==> config.mk <==
export PLATFORM = sky130hd
export DESIGN_NAME = uart_tx_fifo
export DESIGN_NICKNAME = d
export VERILOG_FILES = /design/src/rtl/uart_fifo_pkg.sv /design/src/rtl/uart_fifo_ram.sv /design/src/rtl/uart_tx_fifo.sv
export SDC_FILE = /design/constraint.sdc
export NUM_CORES = 1
export LEC_CHECK = 0
export CAP_MARGIN = 25
export CORE_MARGIN = 2
export CORE_UTILIZATION = 59
export CTS_CLUSTER_SIZE = 24
export DETAILED_ROUTE_END_ITERATION = 7
export PLACE_DENSITY_LB_ADDON = 0.05
export SYNTH_ARGS = -nofsm -noshare
export SYNTH_HDL_FRONTEND = slang
export SYNTH_SLANG_ARGS = --single-unit
==> constraint.sdc <==
create_clock -name clk -period 3.46 [get_ports clk]
set_input_delay 0.865 -clock clk [delete_from_list [all_inputs] [get_ports clk]]
set_output_delay 0.865 -clock clk [all_outputs]
set_load 0.1 [all_outputs]
==> src/rtl/uart_fifo_pkg.sv <==
// Shared constants for the UART transmit FIFO and the transmitter that drains it.
package uart_fifo_pkg;

    localparam int   DEF_DATA_W  = 8;
    localparam int   DEF_DEPTH   = 16;
    localparam logic READ_ACTIVE = 1'b0;

    function automatic int addr_width(input int depth);
        int w;
        w = 0;
        while ((1 << w) < depth) w++;
        return w;
    endfunction

endpackage

==> src/rtl/uart_fifo_ram.sv <==
// DEPTH x DATA_W simple dual-port storage with a registered read port.
// The read register doubles as the byte presented to the transmitter.
module uart_fifo_ram
    import uart_fifo_pkg::*;
#(
    parameter int DATA_W = DEF_DATA_W,
    parameter int DEPTH  = DEF_DEPTH,
    parameter int ADDR_W = addr_width(DEF_DEPTH)
) (
    input  logic              clk,
    input  logic              clr,
    input  logic              wr_en,
    input  logic [ADDR_W-1:0] wr_addr,
    input  logic [DATA_W-1:0] wr_data,
    input  logic              rd_en,
    input  logic [ADDR_W-1:0] rd_addr,
    output logic [DATA_W-1:0] rd_data
);

    logic [DATA_W-1:0] mem [DEPTH];

    always_ff @(posedge clk) begin
        if (wr_en) mem[wr_addr] <= wr_data;
    end

    // Old contents are returned when read and write hit the same slot (full FIFO).
    always_ff @(posedge clk) begin
        if (clr)        rd_data <= '0;
        else if (rd_en) rd_data <= mem[rd_addr];
    end

endmodule

==> src/rtl/uart_tx_fifo.sv <==
// Transmit byte FIFO feeding the UART transmitter; active-low pop strobe, sticky error flags.
// Define UART_TX_FIFO_AFULL_EN to build the registered almost-full flag.
module uart_tx_fifo
    import uart_fifo_pkg::*;
#(
    parameter int DATA_W      = DEF_DATA_W,
    parameter int DEPTH       = DEF_DEPTH,
    parameter int ADDR_W      = addr_width(DEPTH),
    parameter int AFULL_LEVEL = 12
) (
    input  logic              clk,
    input  logic              reset,
    input  logic              flush,
    input  logic              wr_en,
    input  logic [DATA_W-1:0] wr_data,
    input  logic              fifo_read_tx,
    output logic [DATA_W-1:0] tx_dout_reg,
    output logic              fifo_empty,
    output logic              fifo_full,
    output logic [ADDR_W:0]   fifo_count,
    output logic              overflow,
    output logic              underflow,
    input  logic              clr_err,
    output logic              fifo_afull
);

    localparam logic [ADDR_W:0] DEPTH_C = (ADDR_W+1)'(DEPTH);

    if ((1 << ADDR_W) != DEPTH || DEPTH < 2 || DEPTH > 256) begin : g_bad_depth
        $error("uart_tx_fifo: DEPTH must be a power of two in 2..256 matching ADDR_W");
    end
    if (AFULL_LEVEL < 1 || AFULL_LEVEL > DEPTH) begin : g_bad_afull
        $error("uart_tx_fifo: AFULL_LEVEL must lie in 1..DEPTH");
    end

    logic [ADDR_W-1:0] wr_ptr, rd_ptr;
    logic [ADDR_W:0]   count, count_next;
    logic              rd_req, rd_ok, wr_ok;
    logic              ovf_set, udf_set;

    assign rd_req  = (fifo_read_tx == READ_ACTIVE);
    assign rd_ok   = rd_req && (count != '0) && !flush;
    assign wr_ok   = wr_en && ((count != DEPTH_C) || rd_ok) && !flush;
    assign ovf_set = wr_en && !wr_ok && !flush;
    assign udf_set = rd_req && (count == '0) && !flush;

    always_comb begin
        count_next = count;
        if (flush)               count_next = '0;
        else if (wr_ok && !rd_ok) count_next = count + 1'b1;
        else if (rd_ok && !wr_ok) count_next = count - 1'b1;
    end

    always_ff @(posedge clk) begin
        if (reset) begin
            wr_ptr     <= '0;
            rd_ptr     <= '0;
            count      <= '0;
            fifo_empty <= 1'b1;
            fifo_full  <= 1'b0;
            overflow   <= 1'b0;
            underflow  <= 1'b0;
        end else begin
            if (flush) begin
                wr_ptr <= '0;
                rd_ptr <= '0;
            end else begin
                if (wr_ok) wr_ptr <= wr_ptr + 1'b1;
                if (rd_ok) rd_ptr <= rd_ptr + 1'b1;
            end
            count      <= count_next;
            fifo_empty <= (count_next == '0);
            fifo_full  <= (count_next == DEPTH_C);
            // A fresh error in the clearing cycle keeps its flag set.
            overflow   <= ovf_set | (overflow & ~clr_err);
            underflow  <= udf_set | (underflow & ~clr_err);
        end
    end

    assign fifo_count = count;

`ifdef UART_TX_FIFO_AFULL_EN
    localparam logic [ADDR_W:0] AFULL_C = (ADDR_W+1)'(AFULL_LEVEL);
    logic afull_q;

    always_ff @(posedge clk) begin
        if (reset) afull_q <= 1'b0;
        else       afull_q <= (count_next >= AFULL_C);
    end

    assign fifo_afull = afull_q;
`else
    assign fifo_afull = 1'b0;
`endif

    uart_fifo_ram #(
        .DATA_W (DATA_W),
        .DEPTH  (DEPTH),
        .ADDR_W (ADDR_W)
    ) u_ram (
        .clk     (clk),
        .clr     (reset | flush),
        .wr_en   (wr_ok),
        .wr_addr (wr_ptr),
        .wr_data (wr_data),
        .rd_en   (rd_ok),
        .rd_addr (rd_ptr),
        .rd_data (tx_dout_reg)
    );

endmodule

After elaboration in Yosys (flattened, before gate mapping) --
Memory sizes are Yosys's and may differ from the RTL's. A register that Yosys moved wholly into a read port is not among the register bits. Index checks and enable logic that the tools add are counted.
Cells by class: $add $sub $neg 4, equal/unequal tests 2, mux-type cells 5, bitwise operators 7, reduce and logical (&&, ||, !) cells 18
Operator list (number):
- 5-bit two-way mux | 3
- 1-bit logical AND | 10
- 5-bit zero test | 2
- 4-bit by 1-bit adder with 4-bit output, second input constant | 2
- 5-bit by 1-bit adder with 5-bit output, second input constant | 1
- 5-bit equality test, second input constant | 1
- 5-bit inequality test, second input constant | 1
- 5-bit nonzero test | 1
- 5-bit by 1-bit subtractor with 5-bit output, second input constant | 1
- 1-bit zero test | 3
- 1-bit bitwise OR | 3
- 1-bit AND | 2
- 1-bit two-way mux | 2
- 1-bit inverter | 2
- 2-bit OR reduction | 1
- 1-bit logical OR | 1
Word-level totals: output and inout bits 18, memories kept 1, flip-flop bits (word level) 17, bits in writable memories 128
Memory list:
- u_ram.mem | depth 16, width 8, rd ports 1, clocked after Yosys merged registers in 1, wr ports 1, line uart_fifo_ram.sv:20 | logic [DATA_W-1:0] mem [DEPTH];

Longest topological paths before layout --
depth in word-level cells 12, mapped depth 8, mapped depth without buffers 7

Hierarchy --
From an unflattened synthesis, not the netlist that was laid out.
Unflattened totals: cells, all modules 424, area total of the unflattened synthesis 6339.8 um^2
Modules (own cells, without submodules):
- uart_fifo_ram | area an instance 5343.9 um^2, sequential area each 4003.8 um^2, instances 1, cells each 316
- uart_tx_fifo | area an instance 996.0 um^2, sequential area each 340.3 um^2, instances 1, cells each 108

Worst setup path after synthesis --
Ideal clock, no wire load.
path kind reg2reg, start point register count[0] (netlist: fifo_count[0]), end point memory u_ram.mem[3][0] (netlist bit), enable pin, arrival time 2.824 ns, buffers on the path 1, cell stages (with the launch flop) 8, clock period less this slack 3.208 ns, path slack 0.252 ns, required time 3.077 ns, cell sequence dfxtp_1 inv_1 ha_1 nor3b_1 a21oi_1 buf_2 nand2_1 nor3_1
Between the ends: longest elaborated chain between the ends 8
RTL lines:
- from (decl) | line uart_tx_fifo.sv:37 | logic [ADDR_W:0] count, count_next;
- from (signal assigned) | line uart_tx_fifo.sv:71 | count <= count_next;
- 5-bit nonzero test | line uart_tx_fifo.sv:42 | assign rd_ok = rd_req && (count != '0) && !flush;
- 1-bit logical AND (2 in series) | line uart_tx_fifo.sv:42
- 1-bit logical OR (*) | line uart_tx_fifo.sv:43 | assign wr_ok = wr_en && ((count != DEPTH_C) || rd_ok) && !flush;
- 1-bit logical AND (*) (2 in series) | line uart_tx_fifo.sv:43
- 1-bit two-way mux (*) | line uart_fifo_ram.sv:23 | if (wr_en) mem[wr_addr] <= wr_data;
- 1-bit two-way mux (not written as such) (*) | line uart_fifo_ram.sv:23
- to (decl) | line uart_fifo_ram.sv:20
Mark *: on every way between the ends. The rest lies on a longest branch, timed or not.

Final worst setup path --
start point register count[0] (netlist: fifo_count[0]), end point memory u_ram.mem[1][3] (netlist bit), enable pin
The elaborated chain is that of the path after synthesis.

==> run metrics <==
Sw Pwr=0.000859 W; most common cell in the netlist=edfxtp_1; Post-Route Setup TNS=0 ns; combinational power share=0.042; # Post-CTS Setup Buffers=0; DRC Markers=0; minimum clock period=2.59 ns; Fin. Hold Viols=0; Synth area leader=edfxtp_1; Worst setup SP type=register; Post-DP HPWL=8.14 mm; worst slew pin tran=0.682 ns; Sequential Power Share=0.517; Sink Count=153; VDD IR-drop max=0.325 mV; CP arrival=2.81 ns; final hold slack=0.457 ns; fin. max-slew vios=0; unrepaired setup endpoints after global routing=no; most area-consuming cells after synthesis=edfxtp_1 (61%), mux4_1 (9.9%), dfxtp_1 (7.9%); fraction of layout cells with a size suffix above 1=0.213; chip height=108 microns; Max FO, Critical Path=9; largest family of logic cells by synthesized area=multiplexers; DR vias/cell=6.02; FF-to-FF setup slack=0.87 ns; die area=11,600 sq um; antenna viol nets, final=0; simple-gate portion of the synthesized area=0.0677; slew margin rel.=0.544; final setup margin=0.870 ns; post-synth design cell area=6340 sq um; Ys Warns=0; worst reg2reg path startpoint=fifo_count[0]$_SDFF_PP0_; grt met2 use=0.354; first-pass GRT wire length=19.1 mm; Antenna diodes=0; worst setup path end=u_ram.mem[1][3]$_DFFE_PP_; Post-synth ARST share=0; maximum root-to-sink buffer count=2; Skew-Pair Late Insertion Delay=0.51 ns; CP max-delay cell=dfxtp_1; WL/cell=21.9 microns; antenna violations before repair=0; Netlist cell types=47; I/O Buffers=30; PD cells=527 nW/um^2; Crit. Startpoint=fifo_count[0]$_SDFF_PP0_; vias after detailed routing=3,393; Final Setup Violations=0; busiest grt layer=met2; Clock Power Share=0.440; # fillers=669; adder-cell share of the synthesized area=0.0158; Area Overhead vs Synth=16.3%; Crit path max-delay family=simple AND/OR/NAND/NOR gates; Final nets=437; compound-cell area share of the yosys netlist=0.0373; gr usage total=0.234; Max H-tree Level=4; Finished Layout Cells=564; global route total overflow=0; register area share after synthesis=0.685; number of CTS-inserted buffers=17; WP buf/inv=3; Internal Power=0.00303 W; cts hold-fix bufs=0; CP Cell Sequence=inv_1, ha_1, nor3b_1, a21oi_1, buf_4, nand2_1, nor3_1, buf_4; GR Util met3=0.0563; Clock Skew=0.00987 ns; WL final=12.3 mm; number of flops mapped to enable cells by yosys=128; Syn Nets=387; commonest cells in the netlist=edfxtp_1 (128), nor2_1 (30), nand2_1 (29); mux share of post-synthesis cell area=0.158; Largest stage delay, worst path=0.52 ns; vias in the first global route=3,273; drt first pass iters=4; met1 capacity usage during global routing=0.338; Ports=32; clk slew on worst S/H paths=0.06 ns; status=finished clean; final core utilization=0.711; Leak=2.48 nW; initial core utilization=0.612; Top FF cell, synth=edfxtp_1; gpl congestion=0.863; Reg2Reg Capture Point=u_ram.mem[1][3]$_DFFE_PP_; largest net degree at the start of global routing=36; switch share=0.221; Yosys reg bits=153; die width=108 microns; Worst Setup End Kind=register; share of the synthesized area in the top cell type=0.606; CTS resizes=0; Max-Cap Viols=0; Hold WC Path Type=register to register; post-place setup slack=0.506 ns; Crit path depth=8; initial DRC count=315; Syn Area/Cell=17.4 sq um; Core Rows=37; most frequent CP cell=buf_4; fmax=386 MHz; fin crit share=0.749; Post-Syn Instances=365; core area=10,400 sq um; WS Path Type=register to register; Reg2Reg Depth=8; clk root buf=clkbuf_8; Worst Path Required=3.68 ns; placed insts=532; CTS tree=yes; Post-Synth XOR/XNOR Area=0.0110
[worst min-delay path by stage]
stage	startpoint	endpoint	cells past startpoint
finish	u_ram.rd_data[4]$_SDFFE_PP0N_	u_ram.rd_data[4]$_SDFFE_PP0N_	2
global route	u_ram.rd_data[3]$_SDFFE_PP0N_	u_ram.rd_data[3]$_SDFFE_PP0N_	2
CTS	u_ram.rd_data[6]$_SDFFE_PP0N_	u_ram.rd_data[6]$_SDFFE_PP0N_	2
detailed placement	u_ram.rd_data[6]$_SDFFE_PP0N_	u_ram.rd_data[6]$_SDFFE_PP0N_	2
global placement	u_ram.rd_data[5]$_SDFFE_PP0N_	u_ram.rd_data[5]$_SDFFE_PP0N_	2
floorplan	wr_ptr[0]$_SDFFE_PP0P_	wr_ptr[0]$_SDFFE_PP0P_	2
[layout make-up]
class                           instances  area, sq um  area share
Sequential cell                       153         4350       0.589
Multi-Input combinational cell        182         1840       0.250
Timing Repair Buffer                   54          438      0.0594
Clock buffer                           17          414      0.0562
Tap cell                              136          170      0.0231
Clock inverter                         15          140      0.0190
Inverter                                7         26.3     0.00356
[flip-flops by register name, summed over array words and instances, names as in the netlist]
name	count
underflow	1
fifo_count	5
u_ram.rd_data	8
fifo_full	1
u_ram.mem	128
fifo_empty	1
overflow	1
wr_ptr	4
rd_ptr	4
[cell families (layout without fill, tap and decap cells)]
logic type	count (synthesis)	after routing
other cells	1	1
buf+inv	30	93
xor+xnor	8	8
compound gates	37	37
simple gates	87	87
flops	153	153
mux	41	41
fa+ha+maj	8	8
[power groups by stage]
stage	registers [W]	logic [W]	clock network, W
6_report	0.00201	0.000165	0.00171
5_1_grt	0.00201	0.000175	0.00183
4_1_cts	0.00201	0.000165	0.00175
3_5_place_dp	0.00205	0.000165	0
3_3_place_gp	0.00205	0.000162	0
2_1_floorplan	0.00208	0.0000730	0
[stage by stage]
| step | power, W | cell area, sq um |
|---|---|---|
| 6_report | 0.00389 | 7370 |
| 5_1_grt | 0.00401 | 7370 |
| 4_1_cts | 0.00392 | 7370 |
| 3_5_place_dp | 0.00222 | 6820 |
| 3_3_place_gp | 0.00221 | 6820 |
| 2_1_floorplan | 0.00215 | 6340 |
[routing by layer]
| layer | up-vias | share of wire |
|---|---|---|
| met3 | 12 | 0.061 |
| met4 | 0 | 0.018 |
| met2 | 120 | 0.49 |
| met5 | - | 0 |
| met1 | 1714 | 0.43 |
| li1 | 1547 | - |
[cells in the final DEF, fill, tap and decap left out, types with 6 or more instances in the layout]
| cell | Yosys | layout |
|---|---|---|
| mux4_2 | 16 | 16 |
| ha_1 | 8 | 8 |
| clkdlybuf4s50_1 | 0 | 13 |
| nand2_1 | 29 | 29 |
| buf_4 | 1 | 41 |
| clkbuf_16 | 0 | 16 |
| nor2_1 | 30 | 30 |
| inv_1 | 7 | 7 |
| dfxtp_1 | 25 | 24 |
| a21oi_1 | 14 | 14 |
| edfxtp_1 | 128 | 128 |
| o21ai_0 | 6 | 6 |
| mux4_1 | 24 | 24 |
[worst min-delay path: cells and delay by family, from the launching register on]
| family | cells | cell delay, ns |
|---|---|---|
| flops | 1 | 0.31 |
| compound gates | 1 | 0.05 |
| simple gates | 1 | 0.05 |
Power figures use the tool's default switching activity.
